<file path="config.mk">
export PLATFORM = sky130hd
export DESIGN_NAME = if_fetch_queue
export DESIGN_NICKNAME = d
export VERILOG_FILES = /design/src/rtl/if_fetch_queue_pkg.sv /design/src/rtl/if_fetch_queue_fifo.sv /design/src/rtl/if_fetch_queue.sv
export SDC_FILE = /design/constraint.sdc
export NUM_CORES = 1
export LEC_CHECK = 0
export ABC_AREA = 1
export CAP_MARGIN = 20
export CELL_PAD_IN_SITES_DETAIL_PLACEMENT = 1
export CELL_PAD_IN_SITES_GLOBAL_PLACEMENT = 1
export CORE_UTILIZATION = 38
export DETAILED_ROUTE_END_ITERATION = 10
export PLACE_DENSITY = 0.8
export SYNTH_ARGS = -nofsm -noshare
export SYNTH_HDL_FRONTEND = slang
export SYNTH_SLANG_ARGS = --single-unit
</file>
<file path="constraint.sdc">
create_clock -name clk -period 7.41 [get_ports clk]
set_clock_uncertainty 0.05 [all_clocks]
set_input_delay 0.741 -clock clk [delete_from_list [all_inputs] [get_ports clk]]
set_output_delay 0.741 -clock clk [all_outputs]
set_load 0.02 [all_outputs]
</file>
<file path="src/rtl/if_fetch_queue_pkg.sv">
`default_nettype none
// ============================================================================
// Module   : if_fetch_queue_pkg
// Purpose  : Shared widths and reset PC for the instruction fetch queue.
// Revision : 1.0 - initial release
// ============================================================================
package if_fetch_queue_pkg;

    localparam int                 REG_BUS    = 64;
    localparam int                 INST_BUS   = 32;
    localparam logic [REG_BUS-1:0] PC_START   = 64'h8000_0000;
    localparam int                 INST_BYTES = INST_BUS / 8;

endpackage
`default_nettype wire

</file>
<file path="src/rtl/if_fetch_queue_fifo.sv">
`default_nettype none
// ============================================================================
// Module   : fetch_fifo
// Purpose  : Synchronous FIFO with flush; wrap bit on each pointer tells
//            full from empty, so non-power-of-two depths are supported.
// Revision : 1.0 - initial release
// ============================================================================
module fetch_fifo
    import if_fetch_queue_pkg::*;
#(
    parameter int WIDTH = 32,
    parameter int DEPTH = 4
) (
    input  logic                         clk,
    input  logic                         rst,
    input  logic                         flush,
    input  logic                         push,
    input  logic [WIDTH-1:0]             push_data,
    input  logic                         pop,
    output logic [WIDTH-1:0]             pop_data,
    output logic [$clog2(DEPTH+1)-1:0]   count
);

    localparam int IDX_W = (DEPTH > 1) ? $clog2(DEPTH) : 1;
    localparam int CNT_W = $clog2(DEPTH + 1);

    logic [IDX_W:0]   wr_ptr_q, wr_ptr_d;
    logic [IDX_W:0]   rd_ptr_q, rd_ptr_d;
    logic [WIDTH-1:0] mem_q [DEPTH];

    function automatic logic [IDX_W:0] ptr_inc(input logic [IDX_W:0] p);
        if (p[IDX_W-1:0] == IDX_W'(DEPTH - 1)) begin
            ptr_inc = {~p[IDX_W], {IDX_W{1'b0}}};
        end else begin
            ptr_inc = p + 1'b1;
        end
    endfunction

    always_comb begin
        wr_ptr_d = wr_ptr_q;
        rd_ptr_d = rd_ptr_q;
        if (flush) begin
            wr_ptr_d = '0;
            rd_ptr_d = '0;
        end else begin
            if (push) wr_ptr_d = ptr_inc(wr_ptr_q);
            if (pop)  rd_ptr_d = ptr_inc(rd_ptr_q);
        end
    end

    always_comb begin
        count = '0;
        if (wr_ptr_q[IDX_W] == rd_ptr_q[IDX_W]) begin
            count = CNT_W'(wr_ptr_q[IDX_W-1:0]) - CNT_W'(rd_ptr_q[IDX_W-1:0]);
        end else begin
            count = CNT_W'(DEPTH) - CNT_W'(rd_ptr_q[IDX_W-1:0])
                  + CNT_W'(wr_ptr_q[IDX_W-1:0]);
        end
    end

    always_ff @(posedge clk or posedge rst) begin
        if (rst) begin
            wr_ptr_q <= '0;
            rd_ptr_q <= '0;
        end else begin
            wr_ptr_q <= wr_ptr_d;
            rd_ptr_q <= rd_ptr_d;
        end
    end

    always_ff @(posedge clk) begin
        if (push && !flush) begin
            mem_q[wr_ptr_q[IDX_W-1:0]] <= push_data;
        end
    end

    assign pop_data = mem_q[rd_ptr_q[IDX_W-1:0]];

endmodule
`default_nettype wire

</file>
<file path="src/rtl/if_fetch_queue.sv">
`default_nettype none
// ============================================================================
// Module   : if_fetch_queue
// Purpose  : Multi-outstanding instruction fetch with an in-order decode
//            queue, credit-based issue and redirect flush.
// Revision : 1.0 - initial release
// ============================================================================
module if_fetch_queue
    import if_fetch_queue_pkg::*;
#(
    parameter int                ADDR_W          = REG_BUS,
    parameter int                DATA_W          = REG_BUS,
    parameter int                INST_W          = INST_BYTES * 8,
    parameter int                DEPTH           = 4,
    parameter int                MAX_OUTSTANDING = 2,
    parameter logic [ADDR_W-1:0] PC_START        = if_fetch_queue_pkg::PC_START[ADDR_W-1:0]
) (
    input  logic              clk,
    input  logic              rst,
    input  logic              redirect_valid,
    input  logic [ADDR_W-1:0] redirect_pc,
    output logic              if_req_valid,
    output logic              if_req_op,
    output logic [ADDR_W-1:0] inst_addr,
    input  logic              inst_addr_ok,
    input  logic              inst_data_ok,
    input  logic [DATA_W-1:0] inst_data,
    output logic              inst_valid,
    output logic [INST_W-1:0] inst,
    output logic [ADDR_W-1:0] inst_pc,
    input  logic              inst_ready,
    output logic              stall_req
);

    localparam int WORDS  = DATA_W / INST_W;
    localparam int STEP   = INST_W / 8;
    localparam int OUT_W  = $clog2(MAX_OUTSTANDING + 1);
    localparam int QCNT_W = $clog2(DEPTH + 1);
    localparam int QW     = ADDR_W + INST_W;

    logic [ADDR_W-1:0] fetch_pc_q, fetch_pc_d;
    logic [OUT_W-1:0]  drop_cnt_q, drop_cnt_d;
    logic              started_q,  started_d;

    logic [OUT_W-1:0]  outstanding;
    logic [QCNT_W-1:0] queue_count;
    logic [ADDR_W-1:0] resp_pc;
    logic [INST_W-1:0] resp_inst;
    logic [QW-1:0]     q_head;
    logic              credit_ok;
    logic              addr_hs;
    logic              keep_resp;
    logic              q_pop;

    // Reserving a queue slot per in-flight request means responses never stall.
    assign credit_ok = (int'(outstanding) < MAX_OUTSTANDING)
                    && ((int'(outstanding) + int'(queue_count)) < DEPTH);

    assign if_req_valid = started_q & ~redirect_valid & credit_ok;
    assign if_req_op    = 1'b0;
    assign inst_addr    = fetch_pc_q;
    assign addr_hs      = if_req_valid & inst_addr_ok;

    assign keep_resp  = inst_data_ok & (drop_cnt_q == '0) & ~redirect_valid;
    assign inst_valid = (queue_count != '0);
    assign q_pop      = inst_valid & inst_ready & ~redirect_valid;
    assign inst       = inst_valid ? q_head[INST_W-1:0]  : '0;
    assign inst_pc    = inst_valid ? q_head[QW-1:INST_W] : '0;
    assign stall_req  = ~inst_valid & ~redirect_valid;

    generate
        if (WORDS > 1) begin : g_word_sel
            localparam int SEL_LO = $clog2(STEP);
            localparam int SEL_W  = $clog2(WORDS);
            logic [SEL_W-1:0] word_idx;
            assign word_idx  = resp_pc[SEL_LO +: SEL_W];
            assign resp_inst = inst_data[word_idx*INST_W +: INST_W];
        end else begin : g_word_one
            assign resp_inst = inst_data[INST_W-1:0];
        end
    endgenerate

    always_comb begin
        started_d  = 1'b1;
        fetch_pc_d = fetch_pc_q;
        drop_cnt_d = drop_cnt_q;
        if (redirect_valid) begin
            fetch_pc_d = redirect_pc;
            // Outstanding already includes responses pending a drop, so
            // every response still owed after this cycle becomes stale.
            drop_cnt_d = outstanding - OUT_W'(inst_data_ok);
        end else begin
            if (addr_hs) fetch_pc_d = fetch_pc_q + ADDR_W'(STEP);
            if (inst_data_ok && (drop_cnt_q != '0)) drop_cnt_d = drop_cnt_q - 1'b1;
        end
    end

    always_ff @(posedge clk or posedge rst) begin
        if (rst) begin
            started_q  <= 1'b0;
            fetch_pc_q <= PC_START;
            drop_cnt_q <= '0;
        end else begin
            started_q  <= started_d;
            fetch_pc_q <= fetch_pc_d;
            drop_cnt_q <= drop_cnt_d;
        end
    end

    fetch_fifo #(
        .WIDTH (ADDR_W),
        .DEPTH (MAX_OUTSTANDING)
    ) u_pc_fifo (
        .clk       (clk),
        .rst       (rst),
        .flush     (1'b0),
        .push      (addr_hs),
        .push_data (fetch_pc_q),
        .pop       (inst_data_ok),
        .pop_data  (resp_pc),
        .count     (outstanding)
    );

    fetch_fifo #(
        .WIDTH (QW),
        .DEPTH (DEPTH)
    ) u_inst_q (
        .clk       (clk),
        .rst       (rst),
        .flush     (redirect_valid),
        .push      (keep_resp),
        .push_data ({resp_pc, resp_inst}),
        .pop       (q_pop),
        .pop_data  (q_head),
        .count     (queue_count)
    );

endmodule
`default_nettype wire

</file>
==> reports/metrics.cfg <==
[timing]
finalMaxSlewViolations = 0
finalSetupViolCount = 0
slew_headroom_pct = 27.5
hold_viol_final = 0
rsz0062_at_grt = false
min_period_ns = 5.31
worstMarginPinSlew_ns = 1.09
fmax_ghz = 0.188
tns_ns = 0
fin_crit_sh_pct = 71.6

[setup_path]
r2r_slack_ns = 2.74
crit_slowest_cell = nand3_4
cpMostUsedCell = nand2_1
crit_path_end_kind = output port
cp.buffers_inverters = 2
cp_data_required_time_ns = 6.62
cp_data_arrival_time_ns = 4.51
cpLargestDelayFamily = simple AND/OR/NAND/NOR gates
start_kind = flip-flop
worstPathCellList = ha_1, fa_1, inv_1, nand2_1, nand2_1, nand3_4, nor2_1, clkdlybuf4s50_1
max_stage_delay_ns = 0.79
crit_fanout = 69
setup.worst_path.class = flip-flop to output port

[final_layout]
diodes = 0
seq_area_um2 = 17300
num-fill-cells = 7198
final_nets = 2756
multi_input_area_um2 = 7370
fin_area_um2 = 31700
syn2layout_area_growth_pct = 22.7
final_layout_size_suffix_gt1_share_pct = 8.54

[cts]
h-tree-depth = 2
clk_latency_ns = 0.61
cts_root_buf = clkbuf_16
postCtsSetupBuffers = 0
numCtsBuffers = 60
clkTransAtPathRegs_ns = 0.06
clk_path_buf_depth = 3
cts-resized-gates = 0
cts_tree = done
cts_hold_buf = 0
cts_num_sinks = 589

[route]
via_per_inst = 5.24
ant_nets = 0
drtIter0Drc = 1228
finalWirelength_mm = 75.3
drt_drc_violations_left = 0
first_pass_iters = 5
dr.max_layer_used = met4
wl_per_cell_um = 21.3
wl_met3_mm = 3.45
drt-met1-wl_mm = 31.1
num_vias = 18508
wl_met2_mm = 38.2

[logic_synthesis]
syn-cell-area_um2 = 25900
synthAdderAreaFrac_pct = 0.658
synthArstFlopShare_pct = 13.1
ys.warnings.count = 0
synth_mux_area_share_pct = 4.18
synth.distinct_cells = 33
synth_top_family_by_area = simple AND/OR/NAND/NOR gates
synth-edff-count = 512
synth.avg_cell_area_um2 = 11.1
post-synth-top-count-cell = edfxtp_1
netlist.area_leader.share_pct = 59.4
netlist_top_cells_area = edfxtp_1 59%, dfrtp_1 7.4%, nand2_1 7.1%, nor2_1 6.3%, mux2_2 4.2%
synth-compound-area-share_pct = 5.62
syn_nets = 2483
yosys.area.top_type = edfxtp_1
ys_seq_area_share_pct = 66.9
synth_seq_cells = 589
syn-instance-count = 2336
synth_xor_area_share_pct = 1.25
ys.flop_type = edfxtp_1
synth_simple_gate_area_share_pct = 16.5
synth_common_cells = 512 x edfxtp_1, 487 x nand2_1, 431 x nor2_1

[die]
core_area_um2 = 67300
die-width_um = 263
die_area_um2 = 69100
std_cell_rows = 95
start_util_pct = 38.4
io_pins = 298
die_height_um = 263

[status]
status = completed

[power_and_ir_drop]
ir_drop_uv = 284
p_per_area_nw_per_um2 = 394
p_leak_nw = 11.8
finalPower_w = 0.0125

[flow_run]
drv_cap = 0

[grt]
grt.overflow.total = 0
grt_first_pass_wirelength_mm = 115
grt_use_total_pct = 21.6
grt_antenna_before_repair = 0
grt_pass1_vias = 19916
grt_max_degree = 141

[place]
routabilityCongestion = 0.904
io_buffers = 296
hpwl_mm = 50.1
dpl_cell_area_um2 = 29700

[min_path]
hold_class = input port to async pin

==> layer usage <==
layer,up-vias,global-route usage [%]
li1,8553,-
met1,9308,26.8
met4,0,8.19
met5,-,0
met2,504,38.4
met3,143,2.78
==> final cells by class <==
| class | instances | area share (%) |
|---|---|---|
| Clock buffer | 81 | 5.11 |
| Inverter | 200 | 2.38 |
| Sequential cell | 589 | 54.5 |
| Timing Repair Buffer | 321 | 10.2 |
| Tap cell | 873 | 3.44 |
| Multi-Input combinational cell | 1437 | 23.2 |
| Clock inverter | 31 | 1.14 |
==> tightest hold or removal path, delay by kind of cell <==
| family | cells | cell delay, ns |
|---|---|---|
| buffers and inverters | 3 | 0.73 |
==> worst paths after layout <==
kind | start | to | cells after the start
min reg2reg | inst_addr[1] | u_pc_fifo.mem_q[1][1] | 0
max in group asynchronous | rst | u_inst_q.rd_ptr_q[1] | 4
min in group clk | inst_addr[1] | u_pc_fifo.mem_q[1][1] | 0
max reg2reg | u_inst_q.rd_ptr_q[1] | u_pc_fifo.mem_q[1][14] | 9
min | rst | inst_addr[14] | 3
max | u_inst_q.rd_ptr_q[0] | stall_req | 8
==> kinds of logic after synthesis <==
kind of cell / count (synthesis)
other: 2
flip-flops: 589
AND/OR/NAND/NOR: 1072
adder cells (fa/ha/maj): 13
buffers and inverters: 310
XOR/XNOR: 37
AO/OA/AOI/OAI: 217
multiplexers: 96
==> power by group <==
| part | switching [W] | internal [W] | total (W) |
|---|---|---|---|
| clock | 0.00124 | 0.00181 | 0.00304 |
| combinational | 0.00305 | 0.00200 | 0.00504 |
| sequential | 0.000399 | 0.00401 | 0.00441 |
| total | 0.00468 | 0.00781 | 0.0125 |
==> cells in the final DEF (no fill, tap or decap), drive strengths merged, types with 2 or more instances in the layout <==
cell type / n
edfxtp: 512
nand2: 488
nor2: 436
clkdlybuf4s50: 295
inv: 201
nand3: 129
o21ai: 115
mux2: 96
o32ai: 96
clkbuf: 81
dfrtp: 76
xor2: 28
buf: 26
clkinv: 18
nand4: 17
ha: 12
xnor2: 9
bufinv: 8
clkinvlp: 4
a21oi: 3
conb: 2
==> metrics by stage <==
| stage | hold slack [ns] | util, % | setup WS, ns | std cells |
|---|---|---|---|---|
| final | 0.427 | 47.2 | 2.10 | 3532 |
| after global routing | 0.441 | 47.2 | 1.85 | 3532 |
| after CTS | 0.469 | 47.1 | 2.01 | 3530 |
| after detailed placement | 0.460 | 44.2 | 2.69 | 3418 |
| after global placement | 0.447 | 44.1 | 2.73 | 3415 |
| after floorplan | 0.430 | - | 1.38 | 2336 |
==> registers in the layout (all words and copies together), names as in the netlist <==
| signal | count |
|---|---|
| u_pc_fifo.wr_ptr_q | 2 |
| inst_addr | 64 |
| u_pc_fifo.mem_q | 128 |
| u_inst_q.wr_ptr_q | 3 |
| started_q | 1 |
| u_inst_q.mem_q | 384 |
| u_inst_q.rd_ptr_q | 3 |
| u_pc_fifo.rd_ptr_q | 2 |
| drop_cnt_q | 2 |
Power figures use the tool's default switching activity.
